===== config.mk =====
export PLATFORM = sky130hd
export DESIGN_NAME = pipeline_hazard_controller
export DESIGN_NICKNAME = d
export VERILOG_FILES = /design/src/rtl/pipeline_hazard_controller.sv
export SDC_FILE = /design/constraint.sdc
export NUM_CORES = 1
export LEC_CHECK = 0
export CAP_MARGIN = 20
export CORE_UTILIZATION = 51
export DETAILED_ROUTE_END_ITERATION = 12
export GPL_TIMING_DRIVEN = 0
export HOLD_SLACK_MARGIN = 0.05
export PLACE_DENSITY = 0.79
export RECOVER_POWER = 50
export SLEW_MARGIN = 20
export SYNTH_ARGS = -nofsm -noshare
export SYNTH_HDL_FRONTEND = slang
export SYNTH_SLANG_ARGS = --single-unit

===== constraint.sdc =====
create_clock -name clk -period 1.9 [get_ports clk]
set_input_delay 0.19 -clock clk [delete_from_list [all_inputs] [get_ports clk]]
set_output_delay 0.19 -clock clk [all_outputs]
set_load 0.005 [all_outputs]

===== src/rtl/pipeline_hazard_controller.sv =====
// Pipeline hazard controller: tracks shadow EX/MEM/WB stages to produce stall,
// flush and bubble controls plus per-port EX operand forwarding selects.
module pipeline_hazard_controller #(
    parameter int REG_INDEX_WIDTH     = 5,
    parameter int READ_PORTS          = 2,
    parameter int MULTI_CYCLE_LATENCY = 4
) (
    input  logic                                  clk,
    input  logic                                  reset,
    input  logic                                  idValid,
    input  logic [READ_PORTS*REG_INDEX_WIDTH-1:0] idReadIndex,
    input  logic [READ_PORTS-1:0]                 idReadUsed,
    input  logic [REG_INDEX_WIDTH-1:0]            idWriteIndex,
    input  logic                                  idRegWrite,
    input  logic                                  idMemRead,
    input  logic                                  idMultiCycle,
    input  logic                                  exBranchTaken,
    output logic                                  holdPC,
    output logic                                  holdIFID,
    output logic                                  flushIFID,
    output logic                                  bubbleIDEX,
    output logic                                  holdIDEX,
    output logic                                  bubbleEXMEM,
    output logic [READ_PORTS*2-1:0]               forwardSelect,
    output logic                                  exBusy
);

    localparam int W  = REG_INDEX_WIDTH;
    localparam int CW = $clog2(MULTI_CYCLE_LATENCY);
    localparam logic [CW-1:0] MC_RELOAD = CW'(MULTI_CYCLE_LATENCY - 1);

    // EX shadow stage
    logic                      exValidReg;
    logic                      exRegWriteReg;
    logic                      exMemReadReg;
    logic [W-1:0]              exWriteIndexReg;
    logic [READ_PORTS*W-1:0]   exReadIndexReg;
    logic [READ_PORTS-1:0]     exReadUsedReg;
    // MEM/WB only feed forwarding, so their memRead flag is not kept
    logic                      memValidReg;
    logic                      memRegWriteReg;
    logic [W-1:0]              memWriteIndexReg;
    logic                      wbValidReg;
    logic                      wbRegWriteReg;
    logic [W-1:0]              wbWriteIndexReg;
    logic [CW-1:0]             mcCountReg;

    logic                      busy;
    logic                      exSource;
    logic                      memSource;
    logic                      wbSource;
    logic                      loadUse;
    logic                      branchMode;
    logic                      loadUseMode;
    logic                      normalMode;
    logic [READ_PORTS-1:0]     portLoadHit;

    assign busy      = (mcCountReg != '0);
    assign exSource  = exValidReg  & exRegWriteReg  & (exWriteIndexReg  != '0);
    assign memSource = memValidReg & memRegWriteReg & (memWriteIndexReg != '0);
    assign wbSource  = wbValidReg  & wbRegWriteReg  & (wbWriteIndexReg  != '0);

    genvar gi;
    generate
        for (gi = 0; gi < READ_PORTS; gi++) begin : gPort
            logic [W-1:0] exIdx;
            logic         memHit;
            logic         wbHit;

            assign portLoadHit[gi] = idReadUsed[gi] &
                                     (idReadIndex[gi*W +: W] == exWriteIndexReg);

            // Forwarding looks only at registered state, never at ID inputs
            assign exIdx  = exReadIndexReg[gi*W +: W];
            assign memHit = exReadUsedReg[gi] & memSource & (memWriteIndexReg == exIdx);
            assign wbHit  = exReadUsedReg[gi] & wbSource  & (wbWriteIndexReg  == exIdx);
            assign forwardSelect[gi*2 +: 2] = memHit ? 2'b10 : (wbHit ? 2'b01 : 2'b00);
        end
    endgenerate

    assign loadUse     = idValid & exSource & exMemReadReg & (|portLoadHit);
    assign branchMode  = ~busy & exBranchTaken & exValidReg;
    assign loadUseMode = ~busy & ~branchMode & loadUse;
    assign normalMode  = ~busy & ~branchMode & ~loadUse;

    assign holdPC      = busy | loadUseMode;
    assign holdIFID    = busy | loadUseMode;
    assign flushIFID   = branchMode;
    assign bubbleIDEX  = branchMode | loadUseMode;
    assign holdIDEX    = busy;
    assign bubbleEXMEM = busy;
    assign exBusy      = busy;

    always_ff @(posedge clk or posedge reset) begin
        if (reset) begin
            exValidReg       <= 1'b0;
            exRegWriteReg    <= 1'b0;
            exMemReadReg     <= 1'b0;
            exWriteIndexReg  <= '0;
            exReadIndexReg   <= '0;
            exReadUsedReg    <= '0;
            memValidReg      <= 1'b0;
            memRegWriteReg   <= 1'b0;
            memWriteIndexReg <= '0;
            wbValidReg       <= 1'b0;
            wbRegWriteReg    <= 1'b0;
            wbWriteIndexReg  <= '0;
            mcCountReg       <= '0;
        end else begin
            wbValidReg      <= memValidReg;
            wbRegWriteReg   <= memRegWriteReg;
            wbWriteIndexReg <= memWriteIndexReg;

            if (busy) begin
                memValidReg    <= 1'b0;
                memRegWriteReg <= 1'b0;
                mcCountReg     <= mcCountReg - 1'b1;
            end else begin
                memValidReg      <= exValidReg;
                memRegWriteReg   <= exRegWriteReg;
                memWriteIndexReg <= exWriteIndexReg;
            end

            if (normalMode) begin
                exValidReg      <= idValid;
                exRegWriteReg   <= idRegWrite;
                exMemReadReg    <= idMemRead;
                exWriteIndexReg <= idWriteIndex;
                exReadIndexReg  <= idReadIndex;
                exReadUsedReg   <= idReadUsed;
                if (idValid && idMultiCycle) begin
                    mcCountReg <= MC_RELOAD;
                end
            end else if (!busy) begin
                exValidReg    <= 1'b0;
                exRegWriteReg <= 1'b0;
                exMemReadReg  <= 1'b0;
                exReadUsedReg <= '0;
            end
        end
    end

endmodule


==> summary.md, run 1 <==
| Metric | Value |
|---|---|
| Status | complete, but fails checks |
| Failing checks | setup timing |
| Gr usage total | about a quarter |
| CORE AREA | 3390 µm² |
| Largest cells by area after synthesis | dfrtp_1 49%, xnor2_1 11%, mux2_4 8.2%, nand2_1 4.5%, xor2_1 3.8% |
| Share of flip-flops with an asynchronous set or reset | 100% |
| Final ANT Viol Nets | 0 |
| Crit. End Element | output pin |
| Initial antenna violation count | 0 |
| FMAX | 450 MHz |
| DRC | 0 |
| Mapped Cells | 151 |
| Total CTS buffers | 5 |
| Vias in the first global route | between 1,000 and 1,500 |
| Total Wirelength | 4290 µm |
| Worst R2R Path Depth | 7 |
| MaxCap Viol Count | 0 |
| Die footprint | about 3800 µm² |
| Placed Instances | 231 |
| Later-pin clock latency in the skew report | 350 ps |
| Num ports | 35 |
| WS Path Type | reg2out |
| Initial drt markers | 46 |
| HP Class | in2async |
| IO Port Bufs | 34 |
| Crit path DAT | 2030 ps |
| Tot Pwr | 4160 µW |
| Worst Clk Skew | 8.57 ps |
| Util after Layout | between 70% and 80% |
| Reg-to-reg startpoint | exWriteIndexReg[0]$_DFFE_PP0P_ |
| Share of the synthesized area in the top cell type | between 40% and 50% |
| Worst setup path end | forwardSelect[2] |
| Final Cycle Share | 117% |
| Leakage power | 0.00112 µW |
| Final setup vio count | 7 |
| Fin. max-slew vios | 0 |
| Initial Util | 53.7% |
| Routed WL per cell | 16.7 µm |
| Max clock buf depth | 2 |
| Std cell rows | 21 |
| Design area | 2520 µm² |
| Worst-path fanout max | 2 |
| Dominant synthesized flop cell | dfrtp_1 |
| Slew @ Worst Pin | 729 ps |
| Yosys warnings | 0 |
| Most common cell after layout, fill and taps aside | dfrtp_1 |
| Setup crit start kind | register |
| Via density per instance | 5.33 |
| Root Buffer | clkbuf_4 |
| Worst R2R End | exReadIndexReg[0]$_DFFE_PP0P_ |
| Share of cells above drive strength 1 | 37.9% |
| Power per cell area | 1650 nW/µm² |
| Largest area contributor in the netlist | dfrtp_1 |
| Die width | 61.7 µm |
| Register area share after synthesis | 49.5% |
| Setup TNS after final layout | -1270 ps |
| Avg Inst Size Synth | approximately 12 µm² |
| Peak supply drop | 1.17 mV |
| Final cell count without fillers | 257 |
| GP Congestion | 0.801 |
| Congestion Overflow GR | 0 |
| Final setup margin | -320 ps |
| Layout area overhead | 38.7% |
| WP data required | 1710 ps |
| Synthesized flop and latch total | 36 |
| Final #Nets | ~230 |
| Clk sink count | 36 |
| Reg2Reg Setup Slack | 30 ps |
| Post-synth EDFFs | 0 |
| Synth cell types | 28 |
| Cell Area, Synth | 1820 µm² |
| DRT Pass-1 Iters | 4 |
| Largest net degree at the start of global routing | 37 |
| Post-DP HPWL | 2920 µm |
| Die Span Y | 61.7 µm |
| CTS H-Tree Depth | 2 |
| Final hold violation count | 0 |
| First-pass GRT wire length | ~6300 µm |
| # diodes | 0 |
| Total number of vias | 1,371 |
| Slew margin rel. | between 50 and 60% |
| RSZ-0062 raised after global routing | yes |
| CP startpoint | memWriteIndexReg[2]$_DFFE_PP0N_ |
| Reg clk slew, reported paths | 120 ps |
| CTS tree | done |
| Minimum clock period | 2220 ps |
| Most frequent cells in the layout | 30 x dfrtp_1, 24 x clkdlybuf4s50_1, 21 x nand2_1 |
| DP Area | 2220 µm² |
| Synthesized Nets | between 150 and 200 |
[synthesized netlist by cell type, types with 2 or more instances]
master    number
dfrtp_1       36
nand2_1       22
xnor2_1       22
mux2_4        10
xor2_1         8
a32o_1         5
buf_4          5
mux2_2         5
nand4_1        5
nor3_1         5
nand3_1        4
a21oi_1        2
a21oi_4        2
and2_1         2
nor2_1         2
nor4_1         2
o211ai_1       2
or4_1          2
[layout make-up]
class / instances / area [µm²]
sequential: 36 / 908
tap: 46 / 57.6
clock buffer: 5 / 37.5
buffer: 7 / 71.3
clock inverter: 3 / 42.5
fill: 236 / 865
inverter: 2 / 10.0
timing repair buffer: 52 / 455
multi-input combinational: 106 / 942
[flip-flops by register name (all words and copies together) (netlist names), 2 cells and up]
register          flops
exReadIndexReg       10
exReadUsedReg         2
exWriteIndexReg       5
mcCountReg            2
memWriteIndexReg      5
wbWriteIndexReg       5
[worst max-delay path: stages, from the launching register on]
cell and delay [ps]:
dfrtp_2 430, or4_4 520, o211ai_1 270, buf_4 170
nor3_2 40, nor3_2 110, buf_2 140
[metrics by stage]
stage                     hold WS [ps]  worst slack (ps)
after floorplan                    338               188
after global placement             362              -517
after detailed placement           362              -503
after CTS                          287              -368
after global routing               333              -421
final                              274              -320
[repair_timing]
| action | in CTS | in global routing |
|---|---|---|
| endpoints found under the setup margin | 21 | 18 |
| hold buffers | 0 | 0 |
| pin swaps | 17 | 5 |
| gates resized for setup | 54 | 6 |
| buffers inserted | 15 | 3 |
[how the worst min path moves through the flow]
stage                                        start                             to  slack [ps]
after floorplan                     idReadIndex[0]  exReadIndexReg[0]$_DFFE_PP0P_         340
after global placement    memRegWriteReg$_DFF_PP0_        wbRegWriteReg$_DFF_PP0_         360
after detailed placement     memValidReg$_DFF_PP0_           wbValidReg$_DFF_PP0_         360
after CTS                                    reset  exReadIndexReg[7]$_DFFE_PP0P_         290
after global routing                         reset   exReadUsedReg[0]$_DFFE_PP0P_         330
final                                        reset  exReadIndexReg[7]$_DFFE_PP0P_         270
[routing by layer]
metal	routed length [µm]	global-route usage [%]	up-vias
met5	0	0	-
met4	114	11.1	0
met3	200	7.45	12
met2	2240	39.5	49
met1	1730	30.3	667
li1	-	-	643
[kinds of logic (layout without fill, tap and decap cells)]
group / after synthesis / after routing / synth area share (%)
AOI/OAI and AO/OA: 15 / 15 / 8.66
xor gates and xnor gates: 30 / 30 / 14.4
buffers and inverters: 9 / 69 / 3.78
DFF: 36 / 36 / 49.5
muxes: 15 / 15 / 11.3
and+or+nand+nor: 46 / 46 / 12.3
[where the power goes]
group | leakage, µW | switching (µW) | total (µW) | internal (µW)
clock network | 0.0000412 | 260 | 534 | 274
logic | 0.000651 | 823 | 2010 | 1190
registers | 0.000429 | 459 | 1610 | 1150
total | 0.00112 | 1540 | 4160 | 2620
Power figures use the tool's default switching activity.
==> inputs of run 2 (changes only) <==
--- a/config.mk
+++ b/config.mk
@@ -6,11 +6,12 @@
 export NUM_CORES = 1
 export LEC_CHECK = 0
 export CAP_MARGIN = 20
-export CORE_UTILIZATION = 51
+export CORE_ASPECT_RATIO = 1.25
+export CORE_UTILIZATION = 46
 export DETAILED_ROUTE_END_ITERATION = 12
 export GPL_TIMING_DRIVEN = 0
 export HOLD_SLACK_MARGIN = 0.05
-export PLACE_DENSITY = 0.79
+export PLACE_DENSITY = 0.75
 export RECOVER_POWER = 50
 export SLEW_MARGIN = 20
 export SYNTH_ARGS = -nofsm -noshare
==> constraint.sdc (replaced) <==
create_clock -name clk -period 2 [get_ports clk]
set_input_delay 0.2 -clock clk [delete_from_list [all_inputs] [get_ports clk]]
set_output_delay 0.2 -clock clk [all_outputs]
set_load 0.005 [all_outputs]
==> summary.md, run 2 (synthesis gave the netlist of run 1 again) <==
| Metric | Value |
|---|---|
| Initial Util | 48.1% (was 53.7%) |
| Initial antenna violation count | 0 (unchanged) |
| Setup crit start kind | register (unchanged) |
| Final setup vio count | 4 (was 7) |
| Final Cycle Share | 104% |
| Routed WL per cell | 16.4 µm (was 16.7 µm) |
| CORE AREA | 3780 µm² (was 3390 µm²) |
| Setup TNS after final layout | -257 ps (was -1270 ps) |
| Final ANT Viol Nets | 0 (unchanged) |
| Crit. End Element | output pin (unchanged) |
| Via density per instance | 5.16 (was 5.33) |
| IO Port Bufs | 34 (unchanged) |
| Layout area overhead | 40.8% (was 38.7%) |
| Clk sink count | 36 (unchanged) |
| Reg-to-reg startpoint | exWriteIndexReg[0]$_DFFE_PP0P_ (unchanged) |
| Clock Power Share | 13.2% (was 12.8%) |
| Max reg flops | 10 (unchanged) |
| Peak supply drop | 0.817 mV (was 1.17 mV) |
| Largest net degree at the start of global routing | 37 (unchanged) |
| CP startpoint | memWriteIndexReg[1]$_DFFE_PP0N_ (was memWriteIndexReg[2]$_DFFE_PP0N_) |
| Most common cell after layout, fill and taps aside | dfrtp_1 (unchanged) |
| Total Wirelength | 4380 µm (was 4290 µm) |
| Power per cell area | 1570 nW/µm² (was 1650 nW/µm²) |
| Num ports | 35 (unchanged) |
| Reg2Reg Setup Slack | 50 ps (was 30 ps) |
| Internal power | 2530 µW (was 2620 µW) |
| Tot Pwr | 4030 µW (was 4160 µW) |
| Final #Nets | 236 (was 234) |
| Status | complete, but fails checks (unchanged) |
| Max clock buf depth | 2 (unchanged) |
| Leakage power | 0.00111 µW (was 0.00112 µW) |
| Die Span Y | 72.3 µm (was 61.7 µm) |
| Worst R2R End | exWriteIndexReg[3]$_DFFE_PP0P_ (was exReadIndexReg[0]$_DFFE_PP0P_) |
| Initial drt markers | 18 (was 46) |
| Worst Clk Skew | 4.66 ps (was 8.57 ps) |
| Root Buffer | clkbuf_8 (was clkbuf_4) |
| Reg clk slew, reported paths | 70 ps (was 120 ps) |
| DRC | 0 (unchanged) |
| Std cell rows | 25 (was 21) |
| Placed Instances | 239 (was 231) |
| WP data required | 1800 ps (was 1710 ps) |
| Final hold violation count | 0 (unchanged) |
| RSZ-0062 raised after global routing | yes (unchanged) |
| Minimum clock period | 2080 ps |
| MaxCap Viol Count | 0 (unchanged) |
| DRT Pass-1 Iters | 4 (unchanged) |
| Crit path DAT | 1880 ps (was 2030 ps) |
| FMAX | approximately 480 MHz |
| Largest Register | exReadIndexReg (unchanged) |
| Post-DP HPWL | 2890 µm (was 2920 µm) |
| Vias in the first global route | 1,445 (was 1,332) |
| Seq pwr share | 37.8% (was 38.7%) |
| Switching pwr | 1490 µW (was 1540 µW) |
| Die width | 58.3 µm (was 61.7 µm) |
| HP Class | in2async (unchanged) |
| Die footprint | 4210 µm² (was 3810 µm²) |
| Later-pin clock latency in the skew report | 290 ps (was 350 ps) |
| Most frequent cells in the layout | 31 x dfrtp_1, 27 x clkdlybuf4s50_1, 21 x buf_4 (was 30 x dfrtp_1, 24 x clkdlybuf4s50_1, 21 x nand2_1) |
| CTS tree | done (unchanged) |
| Congestion Overflow GR | 0 (unchanged) |
| Slew @ Worst Pin | 719 ps (was 729 ps) |
| WS Path Type | reg2out (unchanged) |
| Final setup margin | -83.1 ps (was -320 ps) |
| First-pass GRT wire length | 7020 µm (was 6310 µm) |
| Sw frac | 37.1% (about the same) |
| Slew margin rel. | 52.0% (was 51.3%) |
| Final cell count without fillers | 267 (was 257) |
| CTS H-Tree Depth | 2 (unchanged) |
| Fin. max-slew vios | 0 (unchanged) |
| Total number of vias | 1,377 (was 1,371) |
| Logic gate share of total power | 49.1% (was 48.4%) |
| Total CTS buffers | 5 (unchanged) |
| GP Congestion | 0.798 (was 0.801) |
| # diodes | 0 (unchanged) |
| Util after Layout | 67.7% (was 74.5%) |
| Share of cells above drive strength 1 | 37.6% (was 37.9%) |
| Worst-path fanout max | 2 (unchanged) |
| Worst setup path end | forwardSelect[2] (unchanged) |
| Failing checks | setup timing (unchanged) |
| Worst R2R Path Depth | 8 (was 7) |
| Gr usage total | 23.2% (was 24.4%) |
## run 2: cell types whose count changed in the layout (fill, tap and decap cells not counted), sizes merged
cell           before  now
clkdlybuf4s50      24   27
buf                29   31
dlygate4sd2         2    0
bufinv              1    0
clkbuf              8    9
clkinv              1    2
clkinvlp            1    0
dlymetal6s2s        1    0
## run 2: critical path, cell delays in order (launching register included)
cell	delay (ps)
dfrtp_1	380
or4_4	540
o211ai_1	220
buf_4	150
nor3_2	40
nor3_1	130
buf_2	140
## run 2: routing by layer
metal | GRT usage [%] | wire [µm] | vias to the layer above
met5 | 0 | 0 | -
met4 | 12.4 | 207 | 0
met1 | 24.1 | 1620 | 676
met2 | 42.3 | 2370 | 42
met3 | 5.53 | 184 | 17
li1 | - | - | 642
## run 2: what timing repair did
action	in CTS	in global routing
setup buffers	13	7
gates resized for setup	44	13
hold buffers	0	0
endpoints found under the setup margin	11	20
cloned	0	0
pin swaps	15	11
endpoints found under the hold margin	0	0
## run 2: cell type report
class	count	area (µm²)
Sequential cell	36	907
Timing Repair Buffer	54	474
Fill cell	261	1220
Clock inverter	2	10.0
Buffer	7	68.8
Multi-Input combinational cell	106	945
Inverter	2	7.51
Clock buffer	6	82.6
Tap cell	54	67.6
## run 2: through the flow
stage / hold WS, ps / instance area [µm²] / setup WS (ps)
global route: 413 / 2560 / -177
floorplan: 348 / 1820 / 288
finish: 343 / 2560 / -83.1
CTS: 368 / 2480 / -162
global placement: 378 / 2230 / -428
detailed placement: 380 / 2230 / -454
## run 2: power groups by stage
| stage | clock (µW) | combinational [µW] | sequential, µW |
|---|---|---|---|
| after floorplan | 0 | 1190 | 1420 |
| after global placement | 0 | 1480 | 1540 |
| after detailed placement | 0 | 1520 | 1560 |
| after CTS | 536 | 1830 | 1510 |
| after global routing | 574 | 2120 | 1570 |
| final | 530 | 1980 | 1520 |
## run 2: worst min-delay path by stage
stage / endpoint / slack (ps) / cells past startpoint
finish: exMemReadReg$_DFFE_PP0P_ / 340 / 2
global route: exMemReadReg$_DFFE_PP0P_ / 410 / 2
CTS: exRegWriteReg$_DFFE_PP0P_ / 370 / 2
detailed placement: wbRegWriteReg$_DFF_PP0_ / 380 / 0
global placement: wbValidReg$_DFF_PP0_ / 380 / 0
floorplan: exReadIndexReg[0]$_DFFE_PP0P_ / 350 / 1
==> inputs of run 3 (changes only) <==
--- a/config.mk
+++ b/config.mk
@@ -6,7 +6,7 @@
 export NUM_CORES = 1
 export LEC_CHECK = 0
 export CAP_MARGIN = 20
-export CORE_ASPECT_RATIO = 1.25
+export CORE_ASPECT_RATIO = 0.8
 export CORE_UTILIZATION = 46
 export DETAILED_ROUTE_END_ITERATION = 12
 export GPL_TIMING_DRIVEN = 0
==> summary.md, run 3 (synthesis gave the netlist of run 1 again) <==
| Metric | Value |
|---|---|
| Slew @ Worst Pin | 1350 ps (was 719 ps) |
| Total Wirelength | 4450 µm (was 4380 µm) |
| Leakage power | 0.00111 µW (about the same) |
| Num ports | 35 (unchanged) |
| Final hold violation count | 0 (unchanged) |
| Crit. End Element | output pin (unchanged) |
| Final Hold Slack | 388 ps (was 343 ps) |
| WS Path Type | reg2out (unchanged) |
| Die Span Y | 58.3 µm (was 72.3 µm) |
| Most common cell after layout, fill and taps aside | dfrtp_1 (unchanged) |
| Total CTS buffers | 5 (unchanged) |
| Max reg flops | 10 (unchanged) |
| Largest net degree at the start of global routing | 37 (unchanged) |
| Most frequent cells in the layout | 30 x dfrtp_1, 26 x clkdlybuf4s50_1, 22 x buf_4 (was 31 x dfrtp_1, 27 x clkdlybuf4s50_1, 21 x buf_4) |
| FMAX | 475 MHz (was 480 MHz) |
| Root Buffer | clkbuf_8 (unchanged) |
| Later-pin clock latency in the skew report | 290 ps (about the same) |
| Util after Layout | 68.2% (was 67.7%) |
| Setup crit start kind | register (unchanged) |
| CTS H-Tree Depth | 2 (unchanged) |
| CTS Hold Bufs | 0 (unchanged) |
| Share of cells above drive strength 1 | 37.3% (was 37.6%) |
| Gr usage total | 22.4% (was 23.2%) |
| Reg clk slew, reported paths | 70 ps (about the same) |
| Worst Clk Skew | 4.87 ps (was 4.66 ps) |
| Slew margin rel. | 9.75% (was 52.0%) |
| Final #Nets | 240 (was 236) |
| Minimum clock period | 2110 ps (was 2080 ps) |
| Final ANT Viol Nets | 0 (unchanged) |
| Die footprint | 4210 µm² (unchanged) |
| Fillers | 269 (was 261) |
| Total number of vias | 1,397 (was 1,377) |
| HP Class | reg2reg (was in2async) |
| DRT Pass-1 Iters | 4 (unchanged) |
| First-pass GRT wire length | 6960 µm (was 7020 µm) |
| Routed WL per cell | 16.4 µm (about the same) |
| Final Cycle Share | 105% (was 104%) |
| # diodes | 0 (unchanged) |
| CTS tree | done (unchanged) |
| Largest Register | exReadIndexReg (unchanged) |
| DRC | 0 (unchanged) |
| CORE AREA | 3800 µm² (was 3780 µm²) |
| Max clock buf depth | 2 (unchanged) |
| Std cell rows | 20 (was 25) |
| MaxCap Viol Count | 0 (unchanged) |
| Final setup vio count | 19 (was 4) |
| Fin. max-slew vios | 0 (unchanged) |
| Initial antenna violation count | 0 (unchanged) |
| Initial Util | 47.9% (was 48.1%) |
| Layout area overhead | 42.5% (was 40.8%) |
| Initial drt markers | 63 (was 18) |
| Via density per instance | 5.14 (was 5.16) |
| Peak supply drop | 0.896 mV (was 0.817 mV) |
| Vias in the first global route | 1,407 (was 1,445) |
| Die width | 72.3 µm (was 58.3 µm) |
| Worst-path fanout max | 2 (unchanged) |
| Setup TNS after final layout | -1040 ps (was -257 ps) |
| Status | complete, but fails checks (unchanged) |
| Power per cell area | 1590 nW/µm² (was 1570 nW/µm²) |
| WP data required | 1800 ps (about the same) |
| GP Congestion | 0.890 (was 0.798) |
| Failing checks | setup timing (unchanged) |
| Clk sink count | 36 (unchanged) |
| Congestion Overflow GR | 0 (unchanged) |
| Final setup margin | -106 ps (was -83.1 ps) |
| RSZ-0062 raised after global routing | yes (unchanged) |
| Crit path DAT | 1910 ps (was 1880 ps) |
| IO Port Bufs | 34 (unchanged) |
[run 3: power breakdown]
group	leakage (µW)	internal, µW	switching, µW
combinational	0.000633	1220	823
sequential	0.000429	1100	441
clock	0.0000510	275	261
total	0.00111	2590	1530
[run 3: path summary, 6_finish.rpt]
kind,slack [ps],to,cells after the start,start
min in group asynchronous,740,exReadIndexReg[5]$_DFFE_PP0P_,2,reset
hold reg to reg,390,wbValidReg$_DFF_PP0_,0,memValidReg$_DFF_PP0_
setup / recovery,-110,forwardSelect[0],6,memWriteIndexReg[3]$_DFFE_PP0N_
setup reg to reg,-90,exReadIndexReg[1]$_DFFE_PP0P_,8,exWriteIndexReg[0]$_DFFE_PP0P_
max in group asynchronous,360,exWriteIndexReg[0]$_DFFE_PP0P_,2,reset
hold / removal,390,wbValidReg$_DFF_PP0_,0,memValidReg$_DFF_PP0_
[run 3: final cells by class]
class,count,area [µm²],share of cell area [%]
inverters,2,7.51,0.289
plain buffers,7,68.8,2.65
repair buffers,58,522,20.1
flip-flops and latches,36,908,35.0
clock inverters,2,10.0,0.386
multi-input cells,106,926,35.7
well taps,55,68.8,2.65
clock buffers,6,82.6,3.18
[run 3: through the flow]
step	area (µm²)	total power, µW	std cells	worst slack [ps]
after floorplan	1820	2610	151	288
after global placement	2230	3000	240	-458
after detailed placement	2230	3110	240	-440
after CTS	2490	3920	263	-95.9
after global routing	2590	4350	272	-192
final	2590	4120	272	-106
[run 3: metal layers]
metal / track usage [%] / part of all wire (%) / up-vias
met5: 0 / 0 / -
met4: 7.56 / 2.1 / 0
met3: 6.26 / 5.8 / 11
met2: 38.9 / 49 / 57
met1: 27.1 / 43 / 675
li1: - / - / 654
[run 3: what timing repair did]
item | CTS | global route
resized for setup | 43 | 13
pin swaps | 15 | 7
setup endpoints to repair | 11 | 20
gates cloned | 0 | 1
setup buffers | 15 | 8
[run 3: critical path: stages, from the launching register on]
cell and delay [ps]:
dfrtp_1 380, or4_4 530, o211ai_1 210, buf_4 150, nor3_2 40, nor3_1 140, buf_2 140
